==> src/rtl/mux_select_scanner_pkg.sv <==
// Shared constants for the mux select scanner: state encodings and select geometry.
package mux_select_scanner_pkg;

  localparam int unsigned SEL_W      = 2;
  localparam int unsigned NUM_INPUTS = 4;

  localparam logic [0:0] S_IDLE = 1'b0;
  localparam logic [0:0] S_SCAN = 1'b1;

  // Last select position; a tick here closes a sweep.
  localparam logic [SEL_W-1:0] SEL_LAST = SEL_W'(NUM_INPUTS - 1);

endpackage

==> src/rtl/mux_select_scanner_rate_divider.sv <==
// Rate divider: free-running counter that strobes tick every DIV_MAX+1 cycles while run is high.
module mux_select_scanner_rate_divider #(
  parameter int unsigned DIV_WIDTH = 26,
  parameter int unsigned DIV_MAX   = 49999999
) (
  input  logic clk,
  input  logic resetn,
  input  logic run,
  input  logic clear,
  output logic tick
);

  localparam logic [DIV_WIDTH-1:0] TERM = DIV_WIDTH'(DIV_MAX);

  logic [DIV_WIDTH-1:0] count;

  // A clear in the terminal cycle wins, so no step is taken then.
  assign tick = run && !clear && (count == TERM);

  // Count while running; clear, stop or terminal count returns to zero.
  always_ff @(posedge clk or negedge resetn) begin
    if (!resetn) begin
      count <= '0;
    end else if (!run || clear || tick) begin
      count <= '0;
    end else begin
      count <= count + DIV_WIDTH'(1);
    end
  end

endmodule

==> src/rtl/mux_select_scanner.sv <==
// Mux select scanner: steps a 2-bit select through 0..3 at a divided rate and
// assembles a snapshot of the mux data inputs from the sampled mux output.
module mux_select_scanner
  import mux_select_scanner_pkg::*;
#(
  parameter int unsigned DIV_WIDTH = 26,
  parameter int unsigned DIV_MAX   = 49999999
) (
  input  logic                  clk,
  input  logic                  resetn,
  input  logic                  enable,
  input  logic                  load,
  input  logic [SEL_W-1:0]      load_sel,
  input  logic                  mux_out,
  output logic [SEL_W-1:0]      sel,
  output logic                  tick,
  output logic [NUM_INPUTS-1:0] capture,
  output logic                  capture_valid
);

  logic [0:0] state;
  logic [0:0] state_next;
  logic       run;

  // Position 3 is never stored: its sample comes straight from mux_out at sweep end.
  logic [NUM_INPUTS-2:0] shadow;
  logic [NUM_INPUTS-2:0] seen;

  assign run = (state == S_SCAN);

  mux_select_scanner_rate_divider #(
    .DIV_WIDTH (DIV_WIDTH),
    .DIV_MAX   (DIV_MAX)
  ) u_rate_divider (
    .clk    (clk),
    .resetn (resetn),
    .run    (run),
    .clear  (load),
    .tick   (tick)
  );

  // State register.
  always_ff @(posedge clk or negedge resetn) begin
    if (!resetn) begin
      state <= S_IDLE;
    end else begin
      state <= state_next;
    end
  end

  // Next-state logic: enable level selects between idle and scanning.
  always_comb begin
    state_next = state;
    case (state)
      S_IDLE:  if (enable)  state_next = S_SCAN;
      S_SCAN:  if (!enable) state_next = S_IDLE;
      default: state_next = S_IDLE;
    endcase
  end

  // Select stepping, per-position sampling and sweep capture.
  always_ff @(posedge clk or negedge resetn) begin
    if (!resetn) begin
      sel           <= '0;
      shadow        <= '0;
      seen          <= '0;
      capture       <= '0;
      capture_valid <= 1'b0;
    end else begin
      capture_valid <= 1'b0;
      if (load) begin
        sel    <= load_sel;
        shadow <= '0;
        seen   <= '0;
      end else if (tick) begin
        sel <= sel + SEL_W'(1);
        if (sel == SEL_LAST) begin
          seen <= '0;
          if (&seen) begin
            capture       <= {mux_out, shadow};
            capture_valid <= 1'b1;
          end
        end else begin
          shadow[sel] <= mux_out;
          seen[sel]   <= 1'b1;
        end
      end
    end
  end

endmodule

==> config.mk <==
export PLATFORM = sky130hd
export DESIGN_NAME = mux_select_scanner
export DESIGN_NICKNAME = d
export VERILOG_FILES = /design/src/rtl/mux_select_scanner_pkg.sv /design/src/rtl/mux_select_scanner_rate_divider.sv /design/src/rtl/mux_select_scanner.sv
export SDC_FILE = /design/constraint.sdc
export NUM_CORES = 1
export LEC_CHECK = 0
export BUFFER_PORTS_ARGS = -buffer_cell sky130_fd_sc_hd__buf_2
export CAP_MARGIN = 15
export CORE_AREA = 2 2 66 68
export DETAILED_ROUTE_END_ITERATION = 12
export DIE_AREA = 0 0 68 70
export PLACE_DENSITY = 0.72
export SETUP_SLACK_MARGIN = 0.02
export SYNTH_ARGS = -nofsm -noshare
export SYNTH_HDL_FRONTEND = slang
export SYNTH_SLANG_ARGS = --single-unit
export TNS_END_PERCENT = 1
==> constraint.sdc <==
create_clock -name clk -period 2.74 [get_ports clk]
set_input_delay 0.411 -clock clk [delete_from_list [all_inputs] [get_ports clk]]
set_output_delay 0.411 -clock clk [all_outputs]
set_load 0.02 [all_outputs]
# Word level (Yosys, flattened, before mapping)
# Index checks and enable logic that the tools add are counted.
[classes] add_sub_neg=2 magnitude_cmp=2 eq_ne=3 mux=17 n_bitwise=2 n_reduce_logical=11
[ops] op="$add 26x1->26 const B" count=1
[ops] op="$eq 26x26->1 const B" count=1
[ops] op="$mux 26" count=1
[ops] op="$mux 3" count=6
[ops] op="$mux 1" count=6
[ops] op="$reduce_and 6->1" count=1
[ops] op="$mux 2" count=2
[ops] op="$bwmux 3" count=1
[ops] op="$logic_and 1x1->1" count=3
[ops] op="$lt 2x3->1 const B" count=1
[ops] op="$or 3x3->3" count=1
[ops] op="$reduce_and 3->1" count=1
[ops] op="$add 2x1->2 const B" count=1
[ops] op="$demux 1 s2" count=1
[ops] op="$eq 2x2->1 const B" count=1
[ops] op="$ge 2x1->1 const B" count=1
[ops] op="$logic_not 1->1" count=2
[ops] op="$logic_or 1x1->1" count=2
[ops] op="$ne 2x2->1 const B" count=1
[ops] op="$reduce_and 2->1" count=1
[ops] op="$reduce_bool 2->1" count=1
[ops] op="$not 1->1" count=1
[totals] ff_bits=40 output_inout_bits=8

# Depth between registers and ports, before layout
[depth] depth_word=8 mapped_depth=8

# Cells and area by module
# A second synthesis with hierarchy kept.
[hier_totals] cells_unflattened=201 area_unflattened_um2=2065.7
[modules_own_cells] mod="mux_select_scanner_rate_divider" n_inst=1 cells_each=151 area_each_um2=1428.9
[modules_own_cells] mod="mux_select_scanner" n_inst=1 cells_each=50 area_each_um2=636.9

# Worst setup path after synthesis
# Ideal clock, no wire load.
[synth_timing] path_kind="reg2out" from="register u_rate_divider.count[7]" to="output tick" arrival_ns=1.623 required_ns=2.329 slack_ns=0.706 stages_incl_launch_ff=5 path_buffers=0 path_cell_list="dfrtp_1 > or4b_4 > nor4_4 > nand2_1 > inv_1"
[synth_via] elab_chain_cells=2
[synth_rtl] item="start: declaration" line="mux_select_scanner_rate_divider.sv:15" rtl="logic [DIV_WIDTH-1:0] count;"
[synth_rtl] item="start signal: assignment" line="mux_select_scanner_rate_divider.sv:27" rtl="count <= count + DIV_WIDTH'(1);"
[synth_rtl] item="$eq 26x26->1" line="mux_select_scanner_rate_divider.sv:18" rtl="assign tick = run && !clear && (count == TERM);"
[synth_rtl] item="$logic_and 1x1->1" line="mux_select_scanner_rate_divider.sv:18"
[synth_rtl] item="end: declaration" line="mux_select_scanner.sv:16" rtl="output logic tick,"
# No other way between the ends.

# Worst setup path after layout
[layout_timing] from="register u_rate_divider.count[16]" to="output tick"
# The elaborated chain is that of the path after synthesis.

==> flow_results.org <==
** Timing
- Hold Vio Cnt, Final :: 0
- Across the routed clock network, the largest skew measured is 0.00612 ns.
- For the pin with the worst max-slew slack, the measured transition is 0.874 ns.
- Setup repair after global routing left no endpoint under its margin.
- The worst pin sits at a relative slew slack of 0.417.
- After routing, the total negative slack on setup checks comes to 0 ns.
- Number of endpoints failing setup at the final stage :: 0
- Minimum clock period after layout :: 2.50 ns
- Of the available clock period, the critical path in the final layout requires 0.911.
- Hold is met by 0.223 ns.
- The count of pins over their slew limit was 0.
- Static timing analysis puts the maximum clock frequency at 0.401 GHz.

** Layout
- Filler cell count in the final layout :: 393
- In the layout the commonest cells are 40 x dfrtp_1, 19 x nor2_1, 14 x buf_2.
- Area used by multi-input combinational logic :: 0.00106 mm^2
- Leaving out fill and tap cells, the most frequent cell in the layout is dfrtp_1.
- Area growth from synthesis to final layout :: 8.61%
- The finished cells cover 0.00233 mm^2.
- Antenna diodes :: 0
- Fraction of final layout cells with drive strength greater than 1 :: 0.148
- For this run, the share of the core covered by cells in the final layout is 0.563.
- Across the whole layout, storage elements account for 0.00100 mm^2.
- Post-layout nets :: 234

** Synthesis
- The synthesized design contains 0 enable-type register cells.
- Synthesis produced a netlist with a net count of 220.
- Post-synthesis async set-or-reset flop share :: 1.00
- Of the post-synthesis cell area, the dominant cell type holds 0.466.
- Cell taking the most area after synthesis :: dfrtp_1
- Each instance of the synthesized netlist takes up on average 10.3 um^2.
- Post-Syn Area :: 0.00215 mm^2
- Number of distinct library cells after synthesis :: 41
- Yosys warning count :: 0
- Number of instances in the synthesized netlist :: 208
- Top flip-flop cell by instance count after synthesis :: dfrtp_1
- Top cells by area, synth :: dfrtp_1 47%, nor4_4 4.0%, nor2_1 3.3%
- For this run, the register share of the synthesized area comes to 0.466.
- After synthesis the netlist holds a flip-flop and latch count of 40.

** Placement
- Placed inst area :: 0.00224 mm^2
- Number of buffers added on ports :: 14
- Summed over all nets, the half-perimeter wirelength after detailed placement is 2930 um.
- At the end of routability-driven placement, the weighted congestion stood at 0.755.

** Setup path
- The number of cells on the worst reg-to-reg path is 4.
- Chain of cells forming the critical path :: or4b_4 > nor4_4 > nand2_1 > inv_1 > buf_2
- Nature of the critical path endpoint :: output pin
- The worst setup path is of the flip-flop to output pin kind.
- Max FO, Critical Path :: 6
- For this run, the slowest stage of the critical path takes 0.59 ns.
- Across all register-to-register paths, the minimum setup slack is 0.62 ns.
- CP max stage cell :: or4b_4
- The startpoint identified for the worst register-to-register timing path is u_rate_divider.count[10]$_DFF_PN0_.
- Data required time of the worst path :: 2.33 ns
- For the worst setup path, the data arrival time is 2.08 ns.
- R2R Path End :: u_rate_divider.count[22]$_DFF_PN0_
- The worst setup path is launched from a flip-flop.

** Clocking
- The cell sitting at the root of the clock tree is a clkbuf_8.
- H-Tree Depth :: 2
- Clock latency of the later-clocked register in the worst-skew pair :: 0.30 ns
- Buffers inserted to repair hold after CTS numbered 0.
- After clock tree synthesis, the clock-pin slew on the worst setup and hold paths is 0.08 ns.
- The longest clock path from root to sink contains 2 buffers.
- The number of setup buffers added after CTS is 0.
- Inserted Clock Buffers :: 5
- The tree built by TritonCTS fans out to 40 sinks.
- TritonCTS built the clock tree.
- Count of instances resized after the clock tree is built :: 0

** Routing
- The routed layout has 1625 vias.
- Iteration-0 DRC Markers :: 93
- In this run the remaining antenna-violating nets after routing total 0.
- In the routed layout, each cell is associated on average with a via count of 5.91.
- The first TritonRoute pass finished after 4 iterations.
- Routed length per instance :: 15.3 um
- The final layout contains routed wiring with a total length of 4190 um.
- In the routed design, unresolved DRC markers number 0.

** Min path
- In this run the worst hold path is classified as input pin to flip-flop.
- The path with the worst hold slack has its endpoint at run$_DFF_PN0_.
- Hold Path Stages :: 1
- Startpoint of the lowest-slack hold path :: enable

** Floorplanning
- 15 I/O pins were placed.
- Placement Rows :: 24
- Core outline area :: 0.00414 mm^2
- Die area :: 0.00476 mm^2
- Starting Density :: 0.519
- Die height :: 70 um
- Die span in x :: 68 um

** Global route
- The number of antenna violations at the first check in global routing is 0.
- Via count of the first global-routing pass :: 1597
- Wire length of the first global-routing pass :: 7200 um
- Across every metal layer, demand over resource in global routing totals 0.198.
- Entering global routing, the biggest net connects 41 pins.
- For this run the aggregate overflow at the end of global routing stands at 0.

** Pwr
- In this run the power density over the cells is 453 mW/mm^2.
- Largest vdd supply drop :: 0.244 mV
- Leakage power :: 1.00 nW

** Run status
- Result of the run :: completed

** Job
- The tool flagged a number of max-cap violations equal to 0.
[per-stage QoR]
stage / std cells / setup WS, ns / power, W
5_1_grt: 275 / 0.153 / 0.00110
4_1_cts: 275 / 0.235 / 0.00107
6_report: 275 / 0.244 / 0.00106
3_5_place_dp: 267 / 0.559 / 0.000668
2_1_floorplan: 208 / 0.706 / 0.000644
3_3_place_gp: 267 / 0.600 / 0.000667
[Yosys cell counts, drive strengths merged (4+ instances only)]
cell type	number
o31ai	5
nand3	11
or3	7
dfrtp	40
mux2	4
xor2	7
nand2	11
nand2b	5
a21oi	13
or4	6
nand4b	4
inv	10
xnor2	4
ha	5
o21ai	8
nor4	4
nand4	10
clkbuf	4
buf	4
nor2	19
and4	4
[flip-flops by register name, indices dropped and copies added (netlist names)]
name / flops
capture: 4
capture_valid: 1
run: 1
seen: 3
sel: 2
shadow: 3
u_rate_divider.count: 26
[how the worst max path moves through the flow]
stage | from | endpoint | slack (ns)
finish | u_rate_divider.count[16]$_DFF_PN0_ | tick | 0.24
global route | u_rate_divider.count[7]$_DFF_PN0_ | tick | 0.15
CTS | u_rate_divider.count[7]$_DFF_PN0_ | tick | 0.24
detailed placement | u_rate_divider.count[7]$_DFF_PN0_ | tick | 0.56
global placement | u_rate_divider.count[7]$_DFF_PN0_ | tick | 0.60
floorplan | u_rate_divider.count[7]$_DFF_PN0_ | tick | 0.71
[critical path: cells and delay by family (launching register included)]
kind / cells / cell delay, ns
simple gates: 3 / 1.14
flops: 1 / 0.45
buf+inv: 2 / 0.21
[kinds of logic after synthesis]
kind of cell	synth area share
and+or+nand+nor	0.279
DFF	0.466
AOI/OAI and AO/OA	0.106
buffers and inverters	0.0407
xor gates and xnor gates	0.0448
muxes	0.0349
adders and majority gates	0.0291
[cell type report]
type	count	share of cell area
multi-input cells	150	0.454
flip-flops and latches	40	0.429
clock buffers	6	0.0354
repair buffers	15	0.0332
well taps	52	0.0279
inverters	10	0.0161
clock inverters	2	0.00429
[power by group]
group          switching (W)  leakage (nW)  internal, W
combinational      0.0000368         0.398    0.0000160
sequential        0.00000685         0.552     0.000595
clock               0.000203        0.0510     0.000201
total               0.000246          1.00     0.000811
[per-layer routing]
layer,GRT usage,routed length [um]
met1,0.247,1890
met5,0,0
met3,0.0435,111
met4,0.0733,71
met2,0.330,2120
Note: power is estimated with default switching activity, not from simulation.
